### src/rtl/gru_pkg.sv
// gru_pkg: types and dimensions shared by the GRU sequence front end and
// the cell it drives.
//   D          input features per timestep (samples per bank)
//   H          hidden units
//   DATA_WIDTH signed fixed-point sample width
//   FRAC_BITS  fractional bits of a sample (format only; no arithmetic here)
//   STEP_W     width of the optional timestep counter
package gru_pkg;

  localparam int D          = 64;
  localparam int H          = 16;
  localparam int DATA_WIDTH = 15;
  localparam int FRAC_BITS  = 9;
  localparam int STEP_W     = 12;
  localparam int IDX_W      = $clog2(D);

  typedef logic signed [DATA_WIDTH-1:0] data_t;
  typedef data_t [D-1:0]                xvec_t;
  typedef data_t [H-1:0]                hvec_t;

  typedef enum logic [1:0] {
    IDLE,
    BUSY,
    OUT
  } fe_state_t;

endpackage

### src/rtl/gru_vec_pingpong.sv
// gru_vec_pingpong: two D-entry sample banks used ping-pong style. The
// serial input stream fills the bank selected by fill_sel; the bank selected
// by rd_sel is presented to the cell. A bank becomes full after D accepts and
// stays full (blocking further writes to it) until the consumer releases it.
// Ports:
//   clk, rst_n    clock, synchronous active-low reset
//   in_valid      sample valid
//   in_ready      bank under fill has space
//   in_data       sample
//   in_last       end-of-sequence marker, captured only with sample D-1
//   rd_release    consumer is done with the read bank: free it and advance
//   rd_full       read bank holds a complete vector
//   rd_last       read bank holds the final timestep of a sequence
//   rd_vec        read bank contents (zero while the read bank is not full)
module gru_vec_pingpong
  import gru_pkg::*;
(
  input  logic  clk,
  input  logic  rst_n,
  input  logic  in_valid,
  output logic  in_ready,
  input  data_t in_data,
  input  logic  in_last,
  input  logic  rd_release,
  output logic  rd_full,
  output logic  rd_last,
  output xvec_t rd_vec
);

  xvec_t            bank [2];
  logic [1:0]       full;
  logic [1:0]       last;
  logic [IDX_W-1:0] wr_idx;
  logic             fill_sel;
  logic             rd_sel;
  logic             accept;
  logic             bank_done;

  assign in_ready  = !full[fill_sel];
  assign accept    = in_valid && in_ready;
  assign bank_done = accept && (wr_idx == IDX_W'(D - 1));

  // NOTE: sample storage is deliberately left out of reset; a bank is only
  // ever observed through rd_vec, which is masked to zero until its full flag
  // is set, so stale contents after reset are never visible.
  always_ff @(posedge clk) begin
    if (accept) begin
      bank[fill_sel][wr_idx] <= in_data;
    end
  end

  // NOTE: every register in an always_ff is assigned with <= so all state
  // updates of one edge see the pre-edge values of each other.
  // The bank finishing its fill is never the bank being released: a release
  // needs the read bank full, and a full bank cannot accept samples.
  always_ff @(posedge clk) begin
    if (!rst_n) begin
      wr_idx   <= '0;
      fill_sel <= 1'b0;
      rd_sel   <= 1'b0;
      full     <= '0;
      last     <= '0;
    end else begin
      if (accept) begin
        wr_idx <= bank_done ? '0 : wr_idx + 1'b1;
      end
      if (bank_done) begin
        full[fill_sel] <= 1'b1;
        last[fill_sel] <= in_last;
        fill_sel       <= !fill_sel;
      end
      if (rd_release) begin
        full[rd_sel] <= 1'b0;
        rd_sel       <= !rd_sel;
      end
    end
  end

  assign rd_full = full[rd_sel];
  assign rd_last = last[rd_sel];
  assign rd_vec  = full[rd_sel] ? bank[rd_sel] : '0;

endmodule

### src/rtl/gru_seq_frontend.sv
// gru_seq_frontend: sequence front end for gru_cell_parallel. Packs the
// serial sample stream into x_t vectors, launches the cell once per
// timestep, feeds each returned h_t back as h_t_prev, and hands the final
// hidden state of a sequence to the consumer before clearing the state.
// Ports:
//   clk, rst_n           clock, synchronous active-low reset (shared with cell)
//   in_valid/in_ready    sample stream handshake
//   in_data, in_last     sample and end-of-sequence marker (index D-1 only)
//   x_t, h_t_prev        operands to the cell, stable while it computes
//   cell_start           one-cycle launch pulse
//   cell_done, cell_h_t  one-cycle completion pulse and result from the cell
//   out_valid/out_ready  final hidden state handshake
//   out_h                final hidden state of the sequence
//   step_count           completed timesteps in the current sequence
// Build option: define GRU_FE_STEPCNT_EN to build the saturating timestep
// counter; otherwise step_count is tied to zero.
module gru_seq_frontend
  import gru_pkg::*;
(
  input  logic              clk,
  input  logic              rst_n,
  input  logic              in_valid,
  output logic              in_ready,
  input  data_t             in_data,
  input  logic              in_last,
  output xvec_t             x_t,
  output hvec_t             h_t_prev,
  output logic              cell_start,
  input  logic              cell_done,
  input  hvec_t             cell_h_t,
  output logic              out_valid,
  input  logic              out_ready,
  output hvec_t             out_h,
  output logic [STEP_W-1:0] step_count
);

  fe_state_t state;
  fe_state_t state_nxt;
  hvec_t     h_prev;
  hvec_t     out_h_q;
  logic      rd_full;
  logic      rd_last;
  logic      step_done;
  logic      out_fire;

  gru_vec_pingpong u_pingpong (
    .clk        (clk),
    .rst_n      (rst_n),
    .in_valid   (in_valid),
    .in_ready   (in_ready),
    .in_data    (in_data),
    .in_last    (in_last),
    .rd_release (step_done),
    .rd_full    (rd_full),
    .rd_last    (rd_last),
    .rd_vec     (x_t)
  );

  // NOTE: every output of this block gets a default before the case so no
  // path leaves a signal unassigned, which would infer a latch.
  always_comb begin
    state_nxt  = state;
    cell_start = 1'b0;
    out_valid  = 1'b0;
    step_done  = 1'b0;
    out_fire   = 1'b0;
    unique case (state)
      IDLE: begin
        if (rd_full) begin
          cell_start = 1'b1;
          state_nxt  = BUSY;
        end
      end
      BUSY: begin
        // cell_done is only meaningful here; pulses in other states are dropped.
        if (cell_done) begin
          step_done = 1'b1;
          state_nxt = rd_last ? OUT : IDLE;
        end
      end
      OUT: begin
        out_valid = 1'b1;
        if (out_ready) begin
          out_fire  = 1'b1;
          state_nxt = IDLE;
        end
      end
      default: state_nxt = IDLE;
    endcase
  end

  // rd_last is sampled before the read bank is released in the same edge,
  // so it still describes the timestep that just completed.
  always_ff @(posedge clk) begin
    if (!rst_n) begin
      state   <= IDLE;
      h_prev  <= '0;
      out_h_q <= '0;
    end else begin
      state <= state_nxt;
      if (step_done) begin
        h_prev <= cell_h_t;
        if (rd_last) begin
          out_h_q <= cell_h_t;
        end
      end else if (out_fire) begin
        h_prev <= '0;
      end
    end
  end

  assign h_t_prev = h_prev;
  assign out_h    = out_h_q;

`ifdef GRU_FE_STEPCNT_EN
  logic [STEP_W-1:0] step_q;

  always_ff @(posedge clk) begin
    if (!rst_n) begin
      step_q <= '0;
    end else if (out_fire) begin
      step_q <= '0;
    end else if (step_done && (step_q != '1)) begin
      step_q <= step_q + 1'b1;
    end
  end

  assign step_count = step_q;
`else
  assign step_count = '0;
`endif

endmodule

### config.mk
export PLATFORM = sky130hd
export DESIGN_NAME = gru_seq_frontend
export DESIGN_NICKNAME = d
export VERILOG_FILES = /design/src/rtl/gru_pkg.sv /design/src/rtl/gru_vec_pingpong.sv /design/src/rtl/gru_seq_frontend.sv
export SDC_FILE = /design/constraint.sdc
export NUM_CORES = 2
export LEC_CHECK = 0
export CORE_AREA = 5 5 667 669
export DETAILED_ROUTE_END_ITERATION = 16
export DIE_AREA = 0 0 672 674
export GPL_TIMING_DRIVEN = 0
export PLACE_DENSITY = 0.51
export SLEW_MARGIN = 5
export SYNTH_ARGS = -nofsm -noshare
export SYNTH_HDL_FRONTEND = slang
export SYNTH_SLANG_ARGS = --single-unit
### constraint.sdc
create_clock -name clk -period 2.7 [get_ports clk]
set_input_delay 0.54 -clock clk [delete_from_list [all_inputs] [get_ports clk]]
set_output_delay 0.54 -clock clk [all_outputs]
set_load 0.005 [all_outputs]
==> results.cfg <==
[yosys]
synth_most_common_cell = edfxtp_1
synth_cells = 6480
ys_seq_area_share_pct = 74.1
synth_top_area_share_pct = 63.3
ys.flop_type = edfxtp_1
synth_enable_flop_cells = 1920
yosys-top-cells-area = edfxtp_1 (63%), dfxtp_1 (11%), mux2i_1 (11%)
avgSynthCellArea_um2 = 14.1
async_flop_share_pct = 0
synth_cell_types = 42
yosysWarnings = 0
yosysTopAreaCell = edfxtp_1
synth_commonest_cells = edfxtp_1 (1920), nor2_1 (1093), mux2i_1 (963), dfxtp_1 (495), nand3_1 (491)
ys_ff_latch = 2415
synth.cell_area_um2 = 91100

[floorplan]
die_y_um = 674
core_area_um2 = 438000
ioPinCount = 1716
dieArea_um2 = 453000
die_w_um = 672
rows = 243
initial_core_util_pct = 20.8

[worst_setup_path]
path_buf_inv = 5
cp.required_ns = 2.16
crit_cells = 7
cp.arrival_ns = 2.95
reg2reg_setup_slack_ns = -0.72
r2r_cells = 5
cp_slowest_cell = clkdlybuf4s50_1
crit_type = flop to output port
rr_startpoint = u_pingpong.wr_idx[3]
crit_path_end_kind = output port
regToRegEndpoint = u_pingpong.bank[1][216]
cp_slowest_stage_delay_ns = 0.56
startpoint_type = flop
critPathTopFamily = buffers and inverters
crit_path_end = x_t[731]
path_max_fanout = 10
crit_path_cell_trace = buf_12 > buf_16 > buf_16 > buf_6 > mux2i_1 > nor2_1 > clkdlybuf4s50_1
crit_top_cell = buf_16

[cts]
htreeDepth = 5
clkLatencyLatePin_ns = 0.92
cts_root_buffer = clkbuf_16
cts-buffers-inserted = 283
cts_buffer_depth = 4
cts.sinks = 2415
tritoncts = done
clk_pin_slew_ns = 0.06

[grt]
grt_pass1_vias = 61500
grt_max_degree = 81
antenna_found_initial = 134
grt_pass1_wl_mm = 577
grt_overflow = 0
grt_usage_pct = 18.8

[sta]
fin_crit_sh_pct = 129
max-slew-margin-rel_pct = 5.56
min_period_ns = 3.49
setup_viol = 2539
fmax_ghz = 0.287
worst-slew-pin-transition_ns = 1.41
slew_violations = 0
hold_violations = 0
fin_ws_ns = -0.789
rsz0062_at_grt = true
finalClockSkew_ns = 0.0703

[power]
power.total_w = 0.0798
vdd.ir_drop.worst_mv = 0.425
p_leak_nw = 42.0
p_per_area_nw_per_um2 = 612

[min_path]
min_path_type = input port to flop

[detailed_routing]
ant_nets = 0
drt-wirelength-per-cell_um = 30.7
wl_mm = 450
route.vias.total = 63400
viasPerCell = 4.32
dr.pass1.iters = 5
drc = 0
drtIter0Drc = 4844

[outcome]
violations = setup timing
status = complete, but fails checks

[job]
cap_violations = 0

[placed_design]
dp_hpwl_mm = 339
globalplace.congestion = 0.955
port_buffers = 1702
pre_cts_ws_ns = -2.14
dpl.cell_count = 14000

[finish]
syn_to_final_growth_pct = 43.2
drive_gt1_share_pct = 17.0
instances_no_fill = 14700
postLayoutCoreUtil_pct = 29.8
nets = 8905
through the flow:
stage / hold slack, ns / cell area (µm²) / setup TNS, ns
final: 0.0662 / 130000 / -1114.41
after global routing: 0.0124 / 130000 / -1585.69
after CTS: 0.00230 / 128000 / -1903.60
after detailed placement: 0.459 / 117000 / -3397.74
after global placement: 0.453 / 115000 / -
after floorplan: 0.454 / 91200 / 0
registers in the layout, indices dropped and copies added, names as in the netlist, named ones only:
signal               cells
u_pingpong.bank       1920
h_t_prev               240
u_pingpong.rd_sel        1
state                    2
u_pingpong.last          2
u_pingpong.wr_idx        6
out_h                  240
u_pingpong.fill_sel      1
u_pingpong.full          2
per-layer routing:
layer / wire length, µm / vias up / global-route usage (%)
li1: - / 28000 / -
met1: 146000 / 32000 / 18.1
met2: 238000 / 2441 / 35.4
met3: 31200 / 880 / 5.11
met4: 34800 / 96 / 11.9
met5: 647 / - / 0
power breakdown:
part	switching (W)	leakage (nW)	internal (W)
combinational	0.00142	16.3	0.000487
sequential	0.0000108	21.2	0.0401
clock	0.0159	4.41	0.0218
total	0.0174	42.0	0.0625
cell usage in the layout, fill, tap and decap left out, drive strengths merged, types with 17 or more instances in the layout:
cell type / synthesis / routed
nand3: 493 / 493
inv: 5 / 17
dlygate4sd2: 0 / 166
dfxtp: 495 / 495
edfxtp: 1920 / 1920
clkdlybuf4s50: 0 / 1338
o21ai: 243 / 243
clkbuf: 137 / 576
nor2: 1093 / 1093
buf: 344 / 529
clkinv: 0 / 101
mux2i: 965 / 965
a21oi: 483 / 483
nand2: 258 / 258
dlymetal6s2s: 0 / 89
bufinv: 0 / 18
diode: 0 / 54
worst min-delay path by stage:
stage                  startpoint                       to  slack [ns]  cells past startpoint
2_1_floorplan  u_pingpong.last[1]       u_pingpong.last[1]        0.45                      2
3_3_place_gp         h_t_prev[79]             h_t_prev[79]        0.45                      2
3_5_place_dp        h_t_prev[101]            h_t_prev[101]        0.46                      2
4_1_cts                  in_valid     u_pingpong.wr_idx[2]       0.002                      3
5_1_grt                in_data[2]  u_pingpong.bank[1][827]        0.01                      1
6_report               in_data[2]  u_pingpong.bank[1][767]        0.07                      1
repair_timing:
action,CTS,global route
setup buffers,16,67
endpoints found under the setup margin,3011,3009
hold buffers,9,0
gates resized for setup,864,666
pin swaps,15,31
hold endpoints to repair,40,0
gates cloned,6,5
cells by family (layout without fill, tap and decap cells):
logic type | Yosys count | after routing | share of synthesized area, %
flops | 2415 | 2415 | 74.1
compound gates | 736 | 736 | 4.09
other cells | 1 | 66 | 0.00412
mux | 967 | 967 | 10.6
simple gates | 1873 | 1873 | 8.56
fa+ha+maj | 1 | 1 | 0.0137
buf+inv | 486 | 2858 | 2.54
xor+xnor | 1 | 1 | 0.00961
final cells by class:
| cell class | instances | area [µm²] |
|---|---|---|
| Buffer | 479 | 3610 |
| Tap cell | 5757 | 7200 |
| Clock inverter | 139 | 1510 |
| Sequential cell | 2415 | 67600 |
| Clock buffer | 366 | 7610 |
| Fill cell | 44200 | 307000 |
| Timing Repair Buffer | 1869 | 19300 |
| Multi-Input combinational cell | 3590 | 23600 |
| Antenna cell | 54 | 135 |
| Inverter | 5 | 18.8 |
worst reg2reg max path: stages, from the launching register on:
cell	delay, ns
dfxtp_1	0.30
buf_2	0.20
nor2b_1	0.73
nand2_1	0.79
nor2_1	0.78
buf_4	0.32
(Power assumes the default switching activity.)
